## config.mk

```make
export PLATFORM = sky130hd
export DESIGN_NAME = tick_sched_ctrl
export DESIGN_NICKNAME = d
export VERILOG_FILES = /design/src/rtl/tick_sched_ctrl.sv
export SDC_FILE = /design/constraint.sdc
export NUM_CORES = 1
export LEC_CHECK = 0
export CAP_MARGIN = 20
export CORE_MARGIN = 5
export CORE_UTILIZATION = 50
export DETAILED_ROUTE_END_ITERATION = 10
export GPL_TIMING_DRIVEN = 0
export MAX_ROUTING_LAYER = met4
export PLACE_DENSITY = 0.74
export SETUP_SLACK_MARGIN = 0.1
export SYNTH_ARGS = -nofsm -noshare
export SYNTH_HDL_FRONTEND = slang
export SYNTH_SLANG_ARGS = --single-unit
```

## constraint.sdc

```tcl
create_clock -name clk -period 5 [get_ports clk]
set_input_delay 0.75 -clock clk [delete_from_list [all_inputs] [get_ports clk]]
set_output_delay 0.75 -clock clk [all_outputs]
set_load 0.05 [all_outputs]
```

## src/rtl/tick_sched_ctrl.sv

```systemverilog
// tick_sched_ctrl: single-clock enable-tick generator with programmable period and
// glitch-free run-time divisor changes applied only on period boundaries.
// Optional feature macro TICK_SQW_OUT_EN adds a square-wave output sq_out.
module tick_sched_ctrl #(
    parameter int DIV_W       = 16,
    parameter int DIV_DEFAULT = 8,
    parameter int CNT_W       = 8
) (
    input  logic             clk,
    input  logic             reset,
    input  logic             start,
    input  logic             stop,
    input  logic             cfg_valid,
    input  logic [DIV_W-1:0] cfg_div,
    output logic             cfg_ready,
    output logic             running,
    output logic             tick,
    output logic [CNT_W-1:0] tick_count
`ifdef TICK_SQW_OUT_EN
    , output logic           sq_out
`endif
);
    localparam logic [1:0] S_IDLE = 2'd0;
    localparam logic [1:0] S_RUN  = 2'd1;
    localparam logic [1:0] S_STOP = 2'd2;
    localparam logic [DIV_W-1:0] ONE = 1;
    localparam logic [DIV_W-1:0] DIV_RST = DIV_W'(DIV_DEFAULT);

    logic [1:0]       state_q, state_d;
    logic [DIV_W-1:0] cnt_q, cnt_d;
    logic [DIV_W-1:0] div_q, div_d;
    logic [DIV_W-1:0] shd_q, shd_d;
    logic             shv_q, shv_d;
    logic             tick_q, run_q;
    logic [CNT_W-1:0] tcnt_q;
    logic [DIV_W-1:0] n_eff;
    logic             act, wrap, xfer;

    // Effective period and end-of-period decode; a divisor of 0 behaves as 1.
    always_comb begin
        n_eff = (div_q == '0) ? ONE : div_q;
        act   = state_q != S_IDLE;
        wrap  = act && (cnt_q == n_eff - ONE);
        xfer  = cfg_valid && !shv_q;
    end

    // Sequencing: start wins in IDLE; stop wins in RUN and retires at the period end.
    always_comb begin
        state_d = state_q;
        if (state_q == S_IDLE)
            state_d = start ? S_RUN : S_IDLE;
        else if (wrap)
            state_d = (state_q == S_STOP || stop) ? S_IDLE : S_RUN;
        else if (stop)
            state_d = S_STOP;
    end

    // Counter and divisor next-state: IDLE writes go straight to the active divisor,
    // active-state writes park in the shadow until the next wrap.
    always_comb begin
        cnt_d = (!act || wrap) ? '0 : cnt_q + ONE;
        div_d = (!act && xfer) ? cfg_div : (wrap && shv_q) ? shd_q : div_q;
        shd_d = (act && xfer) ? cfg_div : shd_q;
        shv_d = (act && xfer) ? 1'b1 : wrap ? 1'b0 : shv_q;
    end

    // Control and output registers; the tick and running flags are registered views
    // of the wrap decode and active state, so they are glitch-free and aligned.
    always_ff @(posedge clk) begin
        if (reset) begin
            state_q <= S_IDLE;
            cnt_q   <= '0;
            div_q   <= DIV_RST;
            shd_q   <= '0;
            shv_q   <= 1'b0;
            tick_q  <= 1'b0;
            run_q   <= 1'b0;
            tcnt_q  <= '0;
        end else begin
            state_q <= state_d;
            cnt_q   <= cnt_d;
            div_q   <= div_d;
            shd_q   <= shd_d;
            shv_q   <= shv_d;
            tick_q  <= wrap;
            run_q   <= act;
            tcnt_q  <= tcnt_q + {{(CNT_W-1){1'b0}}, wrap};
        end
    end

    assign cfg_ready  = !shv_q;
    assign running    = run_q;
    assign tick       = tick_q;
    assign tick_count = tcnt_q;

`ifdef TICK_SQW_OUT_EN
    logic sq_q;

    // Square wave toggles with every tick and simply holds its level while idle.
    always_ff @(posedge clk) begin
        if (reset)
            sq_q <= 1'b0;
        else
            sq_q <= sq_q ^ wrap;
    end

    assign sq_out = sq_q;
`endif
endmodule
```

# After elaboration in Yosys (flattened, before gate mapping)
# Cells that the tools add are included.
# word_totals
reg_bits	61
# classes
mux	10
reduce_logical	16
n_eq_ne	2
add_sub_neg	3
# op_table
op	count
two-way mux 16 bit	3
adder 16 x 1 -> 16 bit (second input constant)	1
== test 16 bit	1
logical NOT 16 bit	1
subtractor 16 x 1 -> 16 bit (second input constant)	1
adder 8 x 1 -> 8 bit	1
two-way mux 2 bit	3
nonzero test 2 bit	3
logical AND 1 bit	5
two-way mux 1 bit	4
nonzero test 3 bit	1
== test 2 bit (second input constant)	1
logical NOT 1 bit	2
logical NOT 2 bit	1
logical OR 1 bit	2
OR reduction 2 bit	1

# Depth between registers and ports, before layout
# depth
word_depth	8
ltp_mapped	20
depth_no_buf	17

# Worst setup path before layout
# OpenSTA, ideal clock, no wires.
# synth_path
path_kind	register to register
startpoint	register div_q[5]
endpoint	register tcnt_q[7], in the netlist tick_count[7]
synth_period_minus_slack_ps	4755
path_stages_with_launch	21
setup_ps	128
required_ps	4872
arrival_time_ps	4628
n_path_buf	3
setup_slack_ps	245
cell_sequence	dfxtp_1 clkbuf_1 or4_1 clkbuf_1 nor2_1 a21oi_1 ha_1 or3b_2 clkbuf_1 or4_4 a2111oi_2 nand4_1 or4b_4 or2_2 nor2_1 ha_1 nand4_1 nor2_1 nand2_1 xor2_1 nor2_1
# synth_via
elab_chain_len	6
# synth_rtl
item	line	source
start, declared	31	logic [DIV_W-1:0] div_q, div_d;
start signal, assigned	82	div_q <= div_d;
logical NOT 16 bit	41	n_eff = (div_q == '0) ? ONE : div_q;
two-way mux 16 bit *	41	
subtractor 16 x 1 -> 16 bit *	43	wrap = act && (cnt_q == n_eff - ONE);
== test 16 bit *	43	
logical AND 1 bit *	43	
via wrap	37	logic act, wrap, xfer;
adder 8 x 1 -> 8 bit *	87	tcnt_q <= tcnt_q + {{(CNT_W-1){1'b0}}, wrap};
end signal, assigned	87	
end, declared	35	logic [CNT_W-1:0] tcnt_q;
# The timed path passes the listed nets; every way through them passes the cells marked *.
# A chain may end at the register's enable or synchronous reset.

# Final worst setup path
# layout_path
startpoint	register div_q[6]
endpoint	register tcnt_q[7], in the netlist tick_count[7]
# Same word-level chain as after synthesis.

==> results_dict.tcl <==
set metrics [dict create \
    status "completed" \
    yosysTopAreaCellShare_pct 37.4 \
    routabilityCongestion 0.909 \
    dieArea_sq_um 8240 \
    cts_inserted_buffers 9 \
    grt_max_degree 13 \
    grt_pass1_vias 2512 \
    routedWlPerCell_um 13.9 \
    layout_commonest_cell "nor2_1" \
    power.density_nw_per_um2 313 \
    drc 0 \
    grt_pass1_wl_um 12000 \
    final_util_pct 62.0 \
    clk_pin_slew_worst_paths_ns 0.07 \
    firstDrtPassIters 4 \
    initial_core_util_pct 51.4 \
    synth_flop_cell "dfxtp_1" \
    critPathKind "reg2reg" \
    rows 29 \
    r2r_end "tick_count[7]" \
    die_width_um 90.8 \
    cts_sinks 61 \
    antenna_found_initial 0 \
    routed_wl_um 7070 \
    dp_slack_ns -0.320 \
    r2r_setup_slack_ns 0.30 \
    nFillCells 560 \
    clk_latency_ns 0.35 \
    min_path_type "reg2reg" \
    overflow 0 \
    setup_viol 0 \
    place_hpwl_um 5240 \
    ant_nets 0 \
    synth_nets 410 \
    skew_ns 0.00820 \
    fp.dieH_um 90.8 \
    max-cap-violations 0 \
    mostFrequentLayoutCells "nor2_1 (62), dfxtp_1 (58), nand2_1 (44), clkdlybuf4s50_1 (31), xor2_1 (23)" \
    track_usage_pct 18.3 \
    htreeDepth 3 \
    synthArstFlopShare_pct 0 \
    synth.distinct_cells 49 \
    post-route-period-util_pct 94.0 \
    drt_iter0_drc 182 \
    tightestPinTransition_ns 0.711 \
    drive_gt1_share_pct 13.4 \
    ys_ff_latch 61 \
    vias 2698 \
    synthCells 385 \
    critPathMaxFanout 10 \
    min_period_ns 4.70 \
    synth_edf_count 0 \
    p_leak_nw 1.51 \
    ff2ff_path_depth 19 \
    synth-seq-area-share_pct 37.4 \
    clockRootBuffer "clkbuf_8" \
    maxSlewHeadroom_pct 52.6 \
    io_buffers 31 \
    place_area_sq_um 3670 \
    arrival_ns 4.92 \
    syn2layout_area_growth_pct 20.6 \
    synth.cell_area_sq_um 3260 \
    setup_slack_ns 0.299 \
    finalInstanceArea_sq_um 3940 \
    fin_nets 452 \
    drt-vias-per-instance 5.30 \
    ys_warn_count 0 \
    io_pins 32 \
    placeableCoreArea_sq_um 6350 \
    startpoint "div_q[6]" \
    final_max_slew_viol_count 0 \
    worstSetupStartpointType "flip-flop" \
    synth_area_leaders "dfxtp_1 (37%), nor2_1 (7.4%), xor2_1 (6.2%)" \
    crit_end "tick_count[7]" \
    syn_avg_cell_area_sq_um 8.48 \
    vdd_drop_max_v 0.000255 \
    r2r_start "div_q[6]" \
    clockBufferDepth 2 \
    yosysTopAreaCell "dfxtp_1" \
    crit_required_ns 5.22 \
    cts_tree "done" \
    rsz0062_at_grt "no" \
    fmax_ghz 0.213 \
    hold_violations 0 \
    diodes 0 \
    post_cts_buffers 0 \
    cp-end-kind "flip-flop" \
]
worst min-delay path by stage:
stage                          from   endpoint  depth (start not counted)
after global routing      shd_q[12]  shd_q[12]                          2
after CTS                  shd_q[1]   shd_q[1]                          2
final                     shd_q[12]  shd_q[12]                          2
after detailed placement   shd_q[1]   shd_q[1]                          2
after floorplan            shd_q[3]   shd_q[3]                          2
after global placement     shd_q[3]   shd_q[3]                          2
state kept, by name, indices dropped and copies added (netlist names):
signal and cells:
cnt_q 16, div_q 16, running 1, shd_q 16, shv_q 1, state_q 2, tick 1, tick_count 8
Yosys cell counts (all sizes together), types with 3 or more instances:
cell    instances
a21oi          20
dfxtp          61
nand4           7
inv             4
or4             6
nand3          11
and3            6
nor3b           3
or3b            3
nor2           64
ha              4
xor2           23
clkbuf         17
xnor2          14
nand2          44
mux2           15
or3             3
or2             4
nor4            3
nor2b          18
buf             6
nor3            6
mux2i          18
logic make-up (layout without fill, tap and decap cells):
kind of cell,Yosys count,in the layout,share of synthesized area (%)
and+or+nand+nor,185,185,27.8
muxes,33,33,11.7
DFF,61,61,37.4
xor gates and xnor gates,37,37,9.93
AOI/OAI and AO/OA,38,38,7.70
adders and majority gates,4,4,1.53
buffers and inverters,27,74,3.95
cell type report:
type	instances	area, sq um	area share [%]
Multi-Input combinational cell	297	1940	49.2
Timing Repair Buffer	31	310	7.88
Buffer	23	123	3.12
Inverter	4	15.0	0.381
Tap cell	77	96.3	2.45
Clock inverter	6	93.8	2.38
Sequential cell	61	1220	31.1
Clock buffer	10	138	3.50
where the power goes:
group	internal [W]	leakage, nW	switching, W	total (W)
registers	0.000503	0.496	0.0000153	0.000518
clock network	0.000297	0.113	0.000206	0.000503
logic	0.0000993	0.901	0.000113	0.000212
total	0.000899	1.51	0.000334	0.00123
repair_timing:
item,in CTS,in global routing
endpoints found under the setup margin,6,4
hold buffers,0,0
pin swaps,0,2
gates resized for setup,7,9
critical path, stage by stage (launching register included):
cell	delay (ns)
dfxtp_1	0.46
or4_1	0.18
buf_4	0.16
nor2_1	0.07
a21oi_2	0.13
ha_2	0.20
or3b_2	0.43
clkbuf_2	0.17
or4_4	0.50
a2111oi_2	0.39
nand4_1	0.14
or4b_4	0.56
or2_4	0.28
nor2_4	0.14
ha_2	0.20
nand4_1	0.14
nor2_2	0.15
nand2_1	0.08
xor2_1	0.13
nor2_1	0.05
metal layers:
metal	share of wire [%]	track usage, %	vias to the layer above
met3	3.8	5.25	7
li1	-	-	1397
met2	47	27.5	49
met4	1.2	5.13	0
met1	48	24.0	1245
met5	0	-	-
through the flow:
step / hold WS [ns] / TNS (ns) / total power, W / std cells
5_1_grt: 0.472 / 0 / 0.00129 / 509
3_5_place_dp: 0.447 / -0.780 / 0.000735 / 493
6_report: 0.455 / 0 / 0.00123 / 509
2_1_floorplan: 0.432 / 0 / 0.000678 / 385
3_3_place_gp: 0.437 / -0.312 / 0.000730 / 493
4_1_cts: 0.458 / 0 / 0.00124 / 509
(Power assumes the default switching activity.)
